--- config.mk ---
export PLATFORM = sky130hd
export DESIGN_NAME = spi_flash_rd_seq
export DESIGN_NICKNAME = d
export VERILOG_FILES = /design/src/rtl/spi_flash_rd_seq.sv
export SDC_FILE = /design/constraint.sdc
export NUM_CORES = 1
export LEC_CHECK = 0
export ABC_AREA = 1
export BUFFER_PORTS_ARGS = -buffer_cell sky130_fd_sc_hd__buf_2
export CAP_MARGIN = 20
export CELL_PAD_IN_SITES_DETAIL_PLACEMENT = 1
export CELL_PAD_IN_SITES_GLOBAL_PLACEMENT = 1
export CORE_MARGIN = 5
export CORE_UTILIZATION = 39
export CTS_BUF_LIST = sky130_fd_sc_hd__clkbuf_2
export CTS_CLUSTER_DIAMETER = 50
export CTS_CLUSTER_SIZE = 10
export DETAILED_ROUTE_END_ITERATION = 12
export GPL_TIMING_DRIVEN = 0
export PLACE_DENSITY_LB_ADDON = 0.1
export SLEW_MARGIN = 20
export SYNTH_ARGS = -nofsm -noshare
export SYNTH_HDL_FRONTEND = slang
export SYNTH_SLANG_ARGS = --single-unit
--- constraint.sdc ---
create_clock -name PCLK -period 4.6 [get_ports PCLK]
set_input_delay 0.69 -clock PCLK [delete_from_list [all_inputs] [get_ports PCLK]]
set_output_delay 0.69 -clock PCLK [all_outputs]
set_load 0.02 [all_outputs]
--- src/rtl/spi_flash_rd_seq.sv ---
// spi_flash_rd_seq: APB master sequencer driving a CORESPI slave (Motorola,
// master, 8-bit frames) to run SPI flash read commands. It sends the opcode
// and address header, clocks dummy bytes for the data phase, and streams
// received bytes on a valid/ready port.
// Optional feature: define SPI_SEQ_ADDR4_EN for a 32-bit cmd_addr and a
// 4-byte address header (addr[31:24] sent first). Default is 3-byte address.
module spi_flash_rd_seq #(
  parameter int          LEN_W       = 16,
  parameter int          SLAVE_IDX   = 0,
  parameter int          POLL_MAX    = 1023,
  parameter logic [6:0]  REG_CONTROL = 7'h00,
  parameter logic [6:0]  REG_RXDATA  = 7'h08,
  parameter logic [6:0]  REG_TXDATA  = 7'h0C,
  parameter logic [6:0]  REG_STATUS  = 7'h20,
  parameter logic [6:0]  REG_SSEL    = 7'h24,
  parameter logic [31:0] CTRL_INIT   = 32'h0000_0003
) (
  input  logic             PCLK,
  input  logic             PRESETN,
  input  logic             cmd_valid,
  output logic             cmd_ready,
  input  logic [7:0]       cmd_opcode,
`ifdef SPI_SEQ_ADDR4_EN
  input  logic [31:0]      cmd_addr,
`else
  input  logic [23:0]      cmd_addr,
`endif
  input  logic [LEN_W-1:0] cmd_len,
  output logic             rd_valid,
  input  logic             rd_ready,
  output logic [7:0]       rd_data,
  output logic             busy,
  output logic             done,
  output logic             err,
  output logic [6:0]       M_PADDR,
  output logic             M_PSEL,
  output logic             M_PENABLE,
  output logic             M_PWRITE,
  output logic [31:0]      M_PWDATA,
  input  logic [31:0]      M_PRDATA,
  input  logic             M_PREADY,
  input  logic             M_PSLVERR
);

`ifdef SPI_SEQ_ADDR4_EN
  localparam int ADDR_BYTES = 4;
`else
  localparam int ADDR_BYTES = 3;
`endif
  localparam int HDR_BYTES = ADDR_BYTES + 1;
  localparam int HDR_W     = 8 * HDR_BYTES;
  localparam int POLL_W    = $clog2(POLL_MAX + 1);
  localparam logic [POLL_W-1:0] POLL_LAST = POLL_W'(POLL_MAX - 1);
  localparam logic [31:0] SSEL_ON_VAL = 32'(1) << SLAVE_IDX;

  typedef enum logic [3:0] {
    ST_INIT_SSEL,
    ST_INIT_CTL,
    ST_IDLE,
    ST_SSEL_ON,
    ST_TX_WR,
    ST_POLL,
    ST_RX_RD,
    ST_OUT,
    ST_SSEL_OFF,
    ST_ABORT,
    ST_DONE
  } state_t;

  typedef enum logic [1:0] {
    PH_GAP,
    PH_SETUP,
    PH_ACCESS
  } phase_t;

  state_t              state_q, state_d;
  phase_t              phase_q, phase_d;
  logic [HDR_W-1:0]    hdr_q, hdr_d;
  logic [2:0]          hdr_left_q, hdr_left_d;
  logic                cur_hdr_q, cur_hdr_d;
  logic [LEN_W-1:0]    len_q, len_d;
  logic [POLL_W-1:0]   poll_cnt_q, poll_cnt_d;
  logic [7:0]          rd_data_q, rd_data_d;
  logic                err_q, err_d;

  logic                acc_req;
  logic [6:0]          acc_addr;
  logic                acc_write;
  logic [31:0]         acc_wdata;
  logic [7:0]          tx_byte;
  logic                psel;
  logic                penable;
  logic                acc_done;
  logic                acc_err;
  logic                prdata_unused;

  assign prdata_unused = ^M_PRDATA[31:8];

  // Decode which register access (if any) the current state performs.
  always_comb begin
    acc_req   = 1'b1;
    acc_addr  = REG_SSEL;
    acc_write = 1'b1;
    acc_wdata = 32'h0;
    tx_byte   = (hdr_left_q != 3'd0) ? hdr_q[HDR_W-1 -: 8] : 8'h00;
    case (state_q)
      ST_INIT_SSEL, ST_SSEL_OFF, ST_ABORT: begin
        acc_wdata = 32'h0;
      end
      ST_INIT_CTL: begin
        acc_addr  = REG_CONTROL;
        acc_wdata = CTRL_INIT;
      end
      ST_SSEL_ON: begin
        acc_wdata = SSEL_ON_VAL;
      end
      ST_TX_WR: begin
        acc_addr  = REG_TXDATA;
        acc_wdata = {24'h0, tx_byte};
      end
      ST_POLL: begin
        acc_addr  = REG_STATUS;
        acc_write = 1'b0;
      end
      ST_RX_RD: begin
        acc_addr  = REG_RXDATA;
        acc_write = 1'b0;
      end
      default: begin
        acc_req   = 1'b0;
        acc_write = 1'b0;
      end
    endcase
  end

  assign psel      = acc_req && (phase_q != PH_GAP);
  assign penable   = acc_req && (phase_q == PH_ACCESS);
  assign acc_done  = penable && M_PREADY;
  assign acc_err   = acc_done && M_PSLVERR;

  assign M_PSEL    = psel;
  assign M_PENABLE = penable;
  assign M_PWRITE  = psel && acc_write;
  assign M_PADDR   = psel ? acc_addr : 7'h0;
  assign M_PWDATA  = psel ? acc_wdata : 32'h0;

  assign cmd_ready = (state_q == ST_IDLE);
  assign busy      = !(state_q inside {ST_INIT_SSEL, ST_INIT_CTL, ST_IDLE});
  assign rd_valid  = (state_q == ST_OUT);
  assign rd_data   = rd_data_q;
  assign done      = (state_q == ST_DONE);
  assign err       = (state_q == ST_DONE) && err_q;

  // Next-state logic: APB phase stepping plus the command sequencing.
  always_comb begin
    state_d    = state_q;
    phase_d    = phase_q;
    hdr_d      = hdr_q;
    hdr_left_d = hdr_left_q;
    cur_hdr_d  = cur_hdr_q;
    len_d      = len_q;
    poll_cnt_d = poll_cnt_q;
    rd_data_d  = rd_data_q;
    err_d      = err_q;

    if (acc_req) begin
      case (phase_q)
        PH_GAP:   phase_d = PH_SETUP;
        PH_SETUP: phase_d = PH_ACCESS;
        default:  if (M_PREADY) phase_d = PH_GAP;
      endcase
    end

    case (state_q)
      ST_INIT_SSEL: if (acc_done) state_d = ST_INIT_CTL;
      ST_INIT_CTL:  if (acc_done) state_d = ST_IDLE;
      ST_IDLE: begin
        if (cmd_valid) begin
          hdr_d      = {cmd_opcode, cmd_addr};
          hdr_left_d = 3'(HDR_BYTES);
          len_d      = cmd_len;
          err_d      = 1'b0;
          state_d    = ST_SSEL_ON;
        end
      end
      ST_SSEL_ON: if (acc_done) state_d = ST_TX_WR;
      ST_TX_WR: begin
        if (acc_done) begin
          cur_hdr_d = (hdr_left_q != 3'd0);
          if (hdr_left_q != 3'd0) begin
            hdr_d      = hdr_q << 8;
            hdr_left_d = hdr_left_q - 3'd1;
          end
          poll_cnt_d = '0;
          state_d    = ST_POLL;
        end
      end
      ST_POLL: begin
        if (acc_done) begin
          if (!M_PRDATA[2]) begin
            state_d = ST_RX_RD;
          end else if (poll_cnt_q == POLL_LAST) begin
            state_d = ST_ABORT;
            err_d   = 1'b1;
          end else begin
            poll_cnt_d = poll_cnt_q + POLL_W'(1);
          end
        end
      end
      ST_RX_RD: begin
        if (acc_done) begin
          if (cur_hdr_q) begin
            if ((hdr_left_q != 3'd0) || (len_q != '0)) state_d = ST_TX_WR;
            else                                         state_d = ST_SSEL_OFF;
          end else begin
            rd_data_d = M_PRDATA[7:0];
            state_d   = ST_OUT;
          end
        end
      end
      ST_OUT: begin
        if (rd_ready) begin
          if (len_q != '0) len_d = len_q - LEN_W'(1);
          if (len_q > LEN_W'(1)) state_d = ST_TX_WR;
          else                   state_d = ST_SSEL_OFF;
        end
      end
      ST_SSEL_OFF: if (acc_done) state_d = ST_DONE;
      ST_ABORT:    if (acc_done) state_d = ST_DONE;
      ST_DONE:     state_d = ST_IDLE;
      default:     state_d = ST_INIT_SSEL;
    endcase

    // A slave error on any access except the abort's own SSEL write aborts.
    if (acc_err && (state_q != ST_ABORT)) begin
      state_d = ST_ABORT;
      err_d   = 1'b1;
    end
  end

  // State and datapath registers with synchronous active-low reset.
  always_ff @(posedge PCLK) begin
    if (!PRESETN) begin
      state_q    <= ST_INIT_SSEL;
      phase_q    <= PH_GAP;
      hdr_q      <= '0;
      hdr_left_q <= 3'd0;
      cur_hdr_q  <= 1'b0;
      len_q      <= '0;
      poll_cnt_q <= '0;
      rd_data_q  <= 8'h00;
      err_q      <= 1'b0;
    end else begin
      state_q    <= state_d;
      phase_q    <= phase_d;
      hdr_q      <= hdr_d;
      hdr_left_q <= hdr_left_d;
      cur_hdr_q  <= cur_hdr_d;
      len_q      <= len_d;
      poll_cnt_q <= poll_cnt_d;
      rd_data_q  <= rd_data_d;
      err_q      <= err_d;
    end
  end

endmodule

# --- After elaboration in Yosys (flattened, before gate mapping) ---
# Cells that the tools add are included.
op_classes:
  addsub: 3
  n_eq_ne: 40
  order_cmp: 1
  bitwise: 2
  n_mux: 48
  reduce_logical: 33
op_table:
  columns: ["op", "count"]
  rows:
  - ["two-way mux 32 bit", 4]
  - ["one-hot mux 32 bit (2 select lines)", 1]
  - ["two-way mux 4 bit", 15]
  - ["two-way mux 16 bit", 3]
  - ["two-way mux 10 bit", 4]
  - ["one-hot mux 4 bit (10 select lines)", 1]
  - ["one-hot mux 16 bit (2 select lines)", 1]
  - ["one-hot mux 6 bit (4 select lines)", 1]
  - ["one-hot mux 8 bit (3 select lines)", 1]
  - ["inequality test 3 bit (second input constant)", 7]
  - ["inequality test 2 bit (second input constant)", 10]
  - ["one-hot mux 10 bit (2 select lines)", 1]
  - ["AND reduction 10 bit", 2]
  - ["== test 4 x 3 -> 1 bit (second input constant)", 4]
  - ["greater-than comparator 16 x 1 -> 1 bit (second input constant)", 1]
  - ["nonzero test 16 bit", 1]
  - ["subtractor 16 x 1 -> 16 bit (second input constant)", 1]
  - ["== test 4 bit (second input constant)", 3]
  - ["nonzero test 3 bit", 4]
  - ["adder 10 x 1 -> 10 bit (second input constant)", 1]
  - ["== test 10 bit (second input constant)", 1]
  - ["AND reduction 5 bit", 2]
  - ["two-way mux 3 bit", 3]
  - ["inequality test 3 x 2 -> 1 bit (second input constant)", 3]
  - ["28 further kinds", 52]
totals:
  elab_cells: 137
  ff_bits: 77

# --- Longest topological paths before layout ---
# Gate-level depths: netlist of run 1.
logic_depth:
  ltp_word: 9
  depth_mapped: 13
  ltp_nobuf: 12

# --- Least setup slack after synthesis of run 1 ---
# OpenSTA, ideal clock, no wires.
synth_path:
  path_type: "reg2out"
  startpoint: "register state_q[3]"
  endpoint: "output M_PADDR[2]"
  arrival_time_ps: 1460
  setup_slack_ps: 2450
  path_stages_with_launch: 7
  cell_sequence: "dfxtp_1 -> nor2_1 -> nand2_2 -> nand3_4 -> nand2_1 -> clkbuf_1 -> a21oi_1"
synth_via:
  elab_chain_cells: 5
  word_cells_on_any_way: 13
synth_lines:
  columns: ["element", "line_no", "source"]
  rows:
  - ["from (decl)", "76", "state_t state_q, state_d;"]
  - ["from (signal assigned)", "254", "state_q <= state_d;"]
  - ["== test 4 x 1 -> 1 bit, or another cell as far along", "106", "case (state_q)"]
  - ["OR reduction 8 bit (no line)", null, null]
  - ["two-way mux 1 bit", "106", null]
  - ["logical AND 1 bit", "136", "assign psel = acc_req && (phase_q != PH_GAP);"]
  - ["two-way mux 7 bit (*)", "144", "assign M_PADDR = psel ? acc_addr : 7'h0;"]
  - ["to (decl)", "35", "output logic [6:0] M_PADDR,"]
# Mark *: on every way between the ends. The rest lies on a longest branch, timed or not.

# --- Final worst setup path of run 1 ---
# Same ends and word-level chain as after synthesis.

==> flow_metrics.env, run 1 <==
export IMPL_status="finished clean"
export IMPL_clkTransAtPathRegs_ps=240
export IMPL_yosys_warnings=0
export IMPL_critPathKind="flop to output pin"
export IMPL_period_needed_ps=3130
export IMPL_total_leakage_power_uw=0.00274
export IMPL_synthDistinctLibCells=37
export IMPL_multi_input_area_sq_um=2690
export IMPL_clock_skew_ps=36.4
export IMPL_setup_violations=0
export IMPL_synth_seq_area_share_pct=32.7
export IMPL_initialDrtViolationCount=210
export IMPL_rr_startpoint="state_q[3]"
export IMPL_synthMuxAreaShare_pct=0
export IMPL_min_from="cmd_addr[4]"
export IMPL_grt_pass1_vias=5254
export IMPL_p_per_area_nw_per_um2=518
export IMPL_synth_simple_area_share_pct=39.2
export IMPL_antenna_found_initial=1
export IMPL_maxCapViolations=0
export IMPL_yosysMostFrequentCell="nand2_1"
export IMPL_ys_ff_latch=77
export IMPL_final_antenna_net_count=0
export IMPL_grt_max_degree=15
export IMPL_overflow=0
export IMPL_cts_tree="yes"
export IMPL_startpoint_type="flop"
export IMPL_synthCells=761
export IMPL_cts_root_buffer_cell="clkbuf_2"
export IMPL_cts_inserted_buffers=9
export IMPL_hold_viol=0
export IMPL_core_rowCount=40
export IMPL_clk_latency_ps=570
export IMPL_fillCellCount=1706
export IMPL_dieArea_sq_um=14400
export IMPL_setup_tns_ps=0
export IMPL_register_area_sq_um=1540
export IMPL_postLayoutCellArea_sq_um=5610
export IMPL_wl_per_cell_microns=14.9
export IMPL_post_route_drc_count=0
export IMPL_cp_startpoint="state_q[3]"
export IMPL_viasPerCell=4.99
export IMPL_coreArea_sq_um=11900
export IMPL_dpl_instance_area_sq_um=5440
export IMPL_area_growth_pct=19.0
export IMPL_whs_ps=322
export IMPL_ys_flop_type="dfxtp_1"
export IMPL_die_h_microns=120
export IMPL_postSynthAreaPerCell_sq_um=6.19
export IMPL_synthTopCellsByCount="nand2_1, nor2_1, dfxtp_1"
export IMPL_fmax_mhz=319
export IMPL_slew_violations=0
export IMPL_numPortBuffers=88
export IMPL_path_max_fanout=10
export IMPL_netlist_area_sq_um=4710
export IMPL_grt_usage_pct=21.7
export IMPL_cp_arrival_ps=2440
export IMPL_synth_top_area_share_pct=32.7
export IMPL_h_tree_depth=3
export IMPL_worst_pin_slew_ps=687
export IMPL_cts_sinks=77
export IMPL_dp_hpwl_microns=12200
export IMPL_start_util_pct=39.6
export IMPL_drt_pass1_iter_count=4
export IMPL_endpoint_kind="output pin"
export IMPL_final_util_pct=47.1
export IMPL_num_io_pins=141
export IMPL_yosys_top_cells_area="dfxtp_1, nand2_1, nor2_1"
export IMPL_dieWidth_microns=120
export IMPL_gp_congestion=0.893
export IMPL_num_nets_final=980
export IMPL_synthAdderAreaFrac_pct=1.86
export IMPL_synth_edf_count=0
export IMPL_grt_first_pass_wirelength_microns=25400
export IMPL_ctsHoldBuffers=0
export IMPL_synth_compound_area_share_pct=13.0
export IMPL_maxSlewHeadroom_pct=54.2
export IMPL_yosys_area_top_type="dfxtp_1"
export IMPL_cts_buffer_depth=2
export IMPL_post_cts_repair_setup_buffers=0
export IMPL_synthXorXnorAreaFrac_pct=0.743
export IMPL_drive_gt1_share_pct=19.1
export IMPL_total_power_uw=2910
export IMPL_async_flop_share_pct=0
export IMPL_finalCritPeriodShare_pct=68.1
export IMPL_worstHoldPathType="primary input to flop"
export IMPL_ctsResizeCount=0
export IMPL_rsz0062_at_grt="false"
export IMPL_crit_required_ps=3910
export IMPL_vdd_drop_max_uv=200
export IMPL_wl_microns=15500
export IMPL_via_count=5190
export IMPL_synth_top_family_by_area="simple AND/OR/NAND/NOR gates"
[report_power, final]
part,switching (uW),internal [uW]
combinational,961,494
clock,274,238
sequential,117,822
total,1350,1550
[cells in the final DEF, fill, tap and decap left out, drive strengths merged]
master / count
conb: 28
dfxtp: 77
ha: 7
nand2: 246
inv: 55
diode: 1
nand3b: 2
a21oi: 52
buf: 132
a21o: 1
o21ai: 59
clkinv: 3
nand3: 39
o21bai: 1
nor2: 137
xnor2: 3
bufinv: 3
nand4: 15
a31oi: 2
o21a: 1
nor3b: 1
or2: 3
xor2: 1
clkbuf: 23
a211oi: 1
[state kept, by name, summed over array words and instances, names as in the netlist]
signal / cells
hdr_q: 32
len_q: 16
poll_cnt_q: 10
rd_data: 8
state_q: 4
hdr_left_q: 3
phase_q: 2
cur_hdr_q: 1
err_q: 1
[critical path, cell delays in order (launching register included)]
cell and delay, ps:
dfxtp_1 410, nor2_1 320, nand2_2 160, nand3_4 170, nand2_1 140, clkbuf_1 270, a21oi_1 220, buf_2 200
[layout make-up]
type | count | area share (%)
Antenna cell | 1 | 0.0446
Buffer | 58 | 6.80
Clock buffer | 9 | 0.803
Clock inverter | 7 | 2.16
Inverter | 54 | 3.61
Multi-Input combinational cell | 599 | 47.9
Sequential cell | 77 | 27.5
Tap cell | 147 | 3.28
Timing Repair Buffer | 88 | 7.85
[metrics by stage]
stage | instances | worst slack [ps]
final | 1040 | 1470
after floorplan | 788 | 2450
after global placement | 1023 | 2120
after global routing | 1040 | 1290
after CTS | 1039 | 1420
after detailed placement | 1023 | 2100
[per-layer routing]
layer | up-vias | part of all wire [%] | track usage, %
met5 | - | 0 | 0
li1 | 2608 | - | -
met1 | 2462 | 44 | 26.6
met3 | 18 | 3.9 | 3.25
met4 | 0 | 1.7 | 7.09
met2 | 102 | 50 | 38.6
[logic make-up after synthesis]
| family | after synthesis |
|---|---|
| and+or+nand+nor | 443 |
| AOI/OAI and AO/OA | 117 |
| buffers and inverters | 112 |
| DFF | 77 |
| adders and majority gates | 7 |
| xor gates and xnor gates | 4 |
| other | 1 |
[final timing paths]
check / to / depth (start not counted) / slack (ps)
max: M_PADDR[2] / 7 / 1470
max reg2reg: hdr_q[31] / 10 / 2580
min: hdr_q[4] / 3 / 320
min reg2reg: rd_data[5] / 2 / 480
No activity file was read; power rests on OpenSTA's default activity.
==> run 2: changes to the inputs <==
--- a/config.mk
+++ b/config.mk
@@ -5,13 +5,13 @@
 export SDC_FILE = /design/constraint.sdc
 export NUM_CORES = 1
 export LEC_CHECK = 0
-export ABC_AREA = 1
+export ABC_AREA = 0
 export BUFFER_PORTS_ARGS = -buffer_cell sky130_fd_sc_hd__buf_2
 export CAP_MARGIN = 20
 export CELL_PAD_IN_SITES_DETAIL_PLACEMENT = 1
 export CELL_PAD_IN_SITES_GLOBAL_PLACEMENT = 1
 export CORE_MARGIN = 5
-export CORE_UTILIZATION = 39
+export CORE_UTILIZATION = 34
 export CTS_BUF_LIST = sky130_fd_sc_hd__clkbuf_2
 export CTS_CLUSTER_DIAMETER = 50
 export CTS_CLUSTER_SIZE = 10
==> constraint.sdc (replaced) <==
create_clock -name PCLK -period 2.8 [get_ports PCLK]
set_input_delay 0.42 -clock PCLK [delete_from_list [all_inputs] [get_ports PCLK]]
set_output_delay 0.42 -clock PCLK [all_outputs]
set_load 0.02 [all_outputs]
==> run 2 against run 1 <==
Net effect:
- clock-buffer cell count increased by 2
- die area increased by 7.7%
- first-iteration DRC count is 6.7% lower
- synthesized cell count decreased by 26%
- critical path depth fell by 1
- routed wire length fell by 7.5%
- worst setup slack got worse by 1300 ps
- register-to-register slack worse by 2200 ps
- worst hold slack got worse by 260 ps
- critical path type unchanged
- largest cell class unchanged
==> flow_metrics.env, run 2 <==
export IMPL_post_route_drc_count=0
export IMPL_final_util_pct=42.7
export IMPL_synthAdderAreaFrac_pct=1.97
export IMPL_antenna_found_initial=0
export IMPL_synthTopCellsByCount="nand2_1, dfxtp_1, nor2_1"
export IMPL_netlist_area_sq_um=4460
export IMPL_fmax_mhz=379
export IMPL_hold_viol=0
export IMPL_finalCritPeriodShare_pct=94.2
export IMPL_async_flop_share_pct=0
export IMPL_grt_max_degree=13
export IMPL_largest_reg_flops=32
export IMPL_wl_per_cell_microns=16.4
export IMPL_cts_tree="yes"
export IMPL_numPortBuffers=87
export IMPL_cts_sinks=77
export IMPL_synth_seq_area_share_pct=34.6
export IMPL_overflow=0
export IMPL_yosys_top_cells_area="dfxtp_1, nand2_1, nor2_1"
export IMPL_synth_compound_area_share_pct=22.5
export IMPL_dieWidth_microns=124
export IMPL_period_needed_ps=2640
export IMPL_total_leakage_power_uw=0.00236
export IMPL_clk_latency_ps=580
export IMPL_drive_gt1_share_pct=25.3
export IMPL_via_count=4526
export IMPL_path_max_fanout=8
export IMPL_cts_buffer_depth=2
export IMPL_grt_pass1_vias=4764
export IMPL_synth_edf_count=0
export IMPL_viasPerCell=5.17
export IMPL_maxCapViolations=0
export IMPL_antenna_cells=0
export IMPL_synthCells=566
export IMPL_whs_ps=61.5
export IMPL_clock_skew_ps=22.7
export IMPL_status="finished clean"
export IMPL_setup_violations=0
export IMPL_cts_root_buffer_cell="clkbuf_2"
export IMPL_worstHoldPathType="primary input to flop"
export IMPL_ys_ff_latch=77
export IMPL_slew_violations=0
export IMPL_dieArea_sq_um=15500
export IMPL_startpoint_type="flop"
export IMPL_endpoint_kind="output pin"
export IMPL_crit_required_ps=2380
export IMPL_clkTransAtPathRegs_ps=220
export IMPL_grt_first_pass_wirelength_microns=23800
export IMPL_dp_hpwl_microns=10900
export IMPL_setup_tns_ps=0
export IMPL_start_util_pct=35.0
export IMPL_layout_commonest_cell="buf_2"
export IMPL_num_nets_final=791
export IMPL_area_growth_pct=22.0
export IMPL_drt_pass1_iter_count=5
export IMPL_wl_microns=14400
export IMPL_postSynthAreaPerCell_sq_um=7.87
export IMPL_critPathKind="flop to output pin"
export IMPL_register_area_sq_um=1550
export IMPL_synthXorXnorAreaFrac_pct=2.33
export IMPL_ys_flop_type="dfxtp_1"
export IMPL_synthMuxAreaShare_pct=2.92
export IMPL_num_io_pins=141
export IMPL_vdd_drop_max_uv=155
export IMPL_coreArea_sq_um=12700
export IMPL_multi_input_area_sq_um=2640
export IMPL_regMostFlops="hdr_q"
export IMPL_rsz0062_at_grt="false"
export IMPL_cp_arrival_ps=2220
export IMPL_synth_simple_area_share_pct=26.1
export IMPL_yosysMostFrequentCell="nand2_1"
export IMPL_gp_congestion=0.879
export IMPL_synthDistinctLibCells=64
export IMPL_cts_inserted_buffers=9
export IMPL_grt_usage_pct=18.6
export IMPL_synth_top_area_share_pct=34.6
export IMPL_maxSlewHeadroom_pct=49.7
export IMPL_reg_top3="hdr_q: 32 flops, len_q: 16 flops, poll_cnt_q: 10 flops"
export IMPL_yosys_warnings=0
export IMPL_h_tree_depth=3
export IMPL_initialDrtViolationCount=196
export IMPL_final_cell_mix="buf_2, nand2_1, dfxtp_1"
export IMPL_yosys_area_top_type="dfxtp_1"
export IMPL_worst_pin_slew_ps=754
export IMPL_fillCellCount=1656
export IMPL_synth_top_family_by_area="simple AND/OR/NAND/NOR gates"
export IMPL_die_h_microns=124
export IMPL_p_per_area_nw_per_um2=399
export IMPL_core_rowCount=41
export IMPL_final_antenna_net_count=0
run 2: cell types whose count changed after synthesis, sizes merged, moves of 11 or more:
cell and change:
a21oi -20, a311oi +26, and3 +12, inv -42
mux2i +13, nand2 -168, nand3 -29, nor2 -64
nor3 +11, o21ai -41
run 2: path summary, 6_finish.rpt:
kind | cells past startpoint | from | slack (ps) | endpoint
worst max-delay path | 6 | state_q[2] | 160 | M_PWDATA[4]
worst min-delay path | 3 | M_PRDATA[6] | 60 | rd_data[6]
worst max register to register | 6 | phase_q[1] | 400 | hdr_q[29]
worst min register to register | 2 | hdr_q[6] | 480 | hdr_q[14]
run 2: critical path, cell delays in order (launching register included):
cell and delay [ps]:
dfxtp_2 370, buf_6 130, or4b_4 500, nor2_4 170, buf_4 160, and3_1 160, buf_2 160
run 2: power breakdown:
part	leakage, uW	internal, uW	total [uW]	switching (uW)
clock	0.0000615	118	527	410
sequential	0.000623	1130	1160	37.2
combinational	0.00168	187	479	292
total	0.00236	1430	2170	739
run 2: cells by family (layout without fill, tap and decap cells):
logic type,Yosys count,in the layout
buffers and inverters,78,188
adders and majority gates,7,7
AOI/OAI and AO/OA,137,137
other,1,28
muxes,13,13
xor gates and xnor gates,11,11
DFF,77,77
and+or+nand+nor,242,242
run 2: final cells by class:
type	count	share of cell area (%)
multi-input combinational	438	48.5
sequential	77	28.5
timing repair buffer	96	9.58
buffer	65	7.21
tap	172	3.96
clock buffer	11	1.01
inverter	11	0.760
clock inverter	5	0.507
run 2: repair_timing:
item                       CTS  global route
hold buffers                 1             2
pin swaps                    3             2
hold endpoints to repair     1             2
gates cloned                 1             0
gates resized for setup     22            14
setup endpoints to repair   15            13
buffers inserted             4             1
run 2: metrics by stage:
step	worst slack, ps	total power (uW)	instance area, sq um	cells
after detailed placement	259	1640	5210	852
final	164	2170	5430	875
after CTS	3.59	2190	5400	873
after global placement	257	1630	5210	852
after global routing	11.9	2300	5430	875
after floorplan	547	1490	4560	593
run 2: routing by layer:
layer,up-vias,share of wire (%),track usage (%)
met2,88,48,30.7
met3,15,3.3,3.43
met4,0,1.7,6.51
li1,2240,-,-
met5,-,0,0
met1,2183,47,24.2
==> run 3: changes to the inputs <==
--- a/config.mk
+++ b/config.mk
@@ -10,6 +10,7 @@
 export CAP_MARGIN = 20
 export CELL_PAD_IN_SITES_DETAIL_PLACEMENT = 1
 export CELL_PAD_IN_SITES_GLOBAL_PLACEMENT = 1
+export CORE_ASPECT_RATIO = 0.8
 export CORE_MARGIN = 5
 export CORE_UTILIZATION = 34
 export CTS_BUF_LIST = sky130_fd_sc_hd__clkbuf_2
==> run 3 against run 2 <==
Net effect:
- utilization increased by 0.093 points
- via count is 0.68% higher
- global-route usage increased by 0.51 points
- fmax decreased by 0.78%
- worst setup slack lost 21 ps
- non-clock buffer count shrank 2
- sequential share of layout area decreased by 0.46 points
- first-iteration DRC count rose by 45%
- critical endpoint is now err
- largest power group unchanged
==> flow_metrics.env, run 3 (synthesis gave the netlist of run 2 again) <==
export IMPL_maxSlewHeadroom_pct=54.4
export IMPL_dieArea_sq_um=15500
export IMPL_num_nets_final=789
export IMPL_finalCritPeriodShare_pct=94.9
export IMPL_critPathKind="flop to output pin"
export IMPL_cp_cell_sequence="buf_8 > buf_4 > clkbuf_2 > clkbuf_2 > and3b_1 > and2_1 > buf_2"
export IMPL_path_buf_inv=5
export IMPL_area_growth_pct=23.6
export IMPL_vdd_drop_max_uv=223
export IMPL_hold_viol=0
export IMPL_overflow=0
export IMPL_grt_pass1_vias=4673
export IMPL_h_tree_depth=3
export IMPL_num_io_pins=141
export IMPL_regMostFlops="hdr_q"
export IMPL_cts_root_buffer_cell="clkbuf_2"
export IMPL_period_needed_ps=2660
export IMPL_setup_violations=0
export IMPL_ctsHoldBuffers=0
export IMPL_coreArea_sq_um=12900
export IMPL_register_area_sq_um=1540
export IMPL_path_max_fanout=10
export IMPL_numPortBuffers=87
export IMPL_drive_gt1_share_pct=25.2
export IMPL_layout_commonest_cell="buf_2"
export IMPL_p_per_area_nw_per_um2=459
export IMPL_max_stage_delay_ps=390
export IMPL_worst_pin_slew_ps=679
export IMPL_dieWidth_microns=138
export IMPL_antenna_found_initial=1
export IMPL_startpoint_type="flop"
export IMPL_wl_microns=15000
export IMPL_grt_first_pass_wirelength_microns=23800
export IMPL_gp_congestion=0.860
export IMPL_crit_required_ps=2380
export IMPL_core_rowCount=37
export IMPL_largest_reg_flops=32
export IMPL_postLayoutCellArea_sq_um=5510
export IMPL_reg_top3="hdr_q: 32 flops, len_q: 16 flops, poll_cnt_q: 10 flops"
export IMPL_fmax_mhz=376
export IMPL_dp_hpwl_microns=11300
export IMPL_post_route_drc_count=0
export IMPL_multi_input_area_sq_um=2630
export IMPL_cpMostUsedCell="clkbuf_2"
export IMPL_cts_buffer_depth=2
export IMPL_slew_violations=0
export IMPL_grt_usage_pct=19.1
export IMPL_cts_inserted_buffers=9
export IMPL_drt_pass1_iter_count=4
export IMPL_total_leakage_power_uw=0.00240
export IMPL_worstHoldPathType="primary input to flop"
export IMPL_clk_latency_ps=550
export IMPL_clkTransAtPathRegs_ps=230
export IMPL_cts_sinks=77
export IMPL_setup_tns_ps=0
export IMPL_cts_tree="yes"
export IMPL_fillCellCount=1675
export IMPL_status="finished clean"
export IMPL_viasPerCell=5.20
export IMPL_final_antenna_net_count=0
export IMPL_clock_skew_ps=27.9
export IMPL_wl_per_cell_microns=17.1
export IMPL_maxCapViolations=0
export IMPL_via_count=4557
export IMPL_endpoint_kind="output pin"
export IMPL_die_h_microns=112
export IMPL_initialDrtViolationCount=284
export IMPL_final_cell_mix="buf_2, nand2_1, dfxtp_1"
export IMPL_grt_max_degree=14
export IMPL_cp_arrival_ps=2240
export IMPL_slowest_stage="dfxtp_2"
export IMPL_cp_top_family="buffers and inverters"
export IMPL_dpl_instance_area_sq_um=5210
export IMPL_start_util_pct=34.6
[run 3: power breakdown]
part / switching [uW] / internal, uW
logic: 292 / 184
clock network: 420 / 471
registers: 35.3 / 1120
[run 3: final cells by class]
class / count / share of cell area, %
Antenna cell: 1 / 0.0454
Sequential cell: 77 / 28.0
Inverter: 11 / 0.749
Clock inverter: 7 / 2.50
Tap cell: 175 / 3.97
Multi-Input combinational cell: 438 / 47.8
Buffer: 65 / 7.18
Timing Repair Buffer: 94 / 8.90
Clock buffer: 9 / 0.818
[run 3: layer usage]
layer	wire length [microns]	GRT usage (%)	part of all wire (%)	vias up
met1	7020	26.0	47	2185
met3	918	3.81	6.1	15
met4	180	4.61	1.2	0
met2	6850	31.0	46	120
met5	0	0	0	-
li1	-	-	-	2237
[run 3: worst reg2reg max path: cells and delay by family (launching register included)]
kind	cells	cell delay (ps)
flip-flops	1	510
buffers and inverters	1	440
AND/OR/NAND/NOR	1	390
AO/OA/AOI/OAI	3	1030
[run 3: through the flow]
stage               utilization (%)  hold WS (ps)  setup WS (ps)  std cells  power [uW]
floorplan                         -           453            547        593        1490
global placement               40.5           469            271        855        1630
detailed placement             40.5           478            220        855        1640
CTS                            42.5          25.4           10.6        874        2560
global route                   42.8          15.7         -0.977        877        2650
finish                         42.8          64.6            143        877        2530
[run 3: timing repair]
| action | in CTS | in global routing |
|---|---|---|
| setup endpoints to repair | 15 | 12 |
| pin swaps | 1 | 2 |
| gates resized for setup | 17 | 16 |
| setup buffers | 3 | 3 |
| gates cloned | 0 | 1 |
[run 3: worst paths after layout]
check / startpoint / endpoint / slack (ps) / depth (start not counted)
min reg2reg: hdr_q[4] / hdr_q[12] / 470 / 2
max: state_q[2] / err / 140 / 7
min: cmd_addr[5] / hdr_q[5] / 60 / 2
max reg2reg: phase_q[1] / hdr_q[23] / 300 / 5
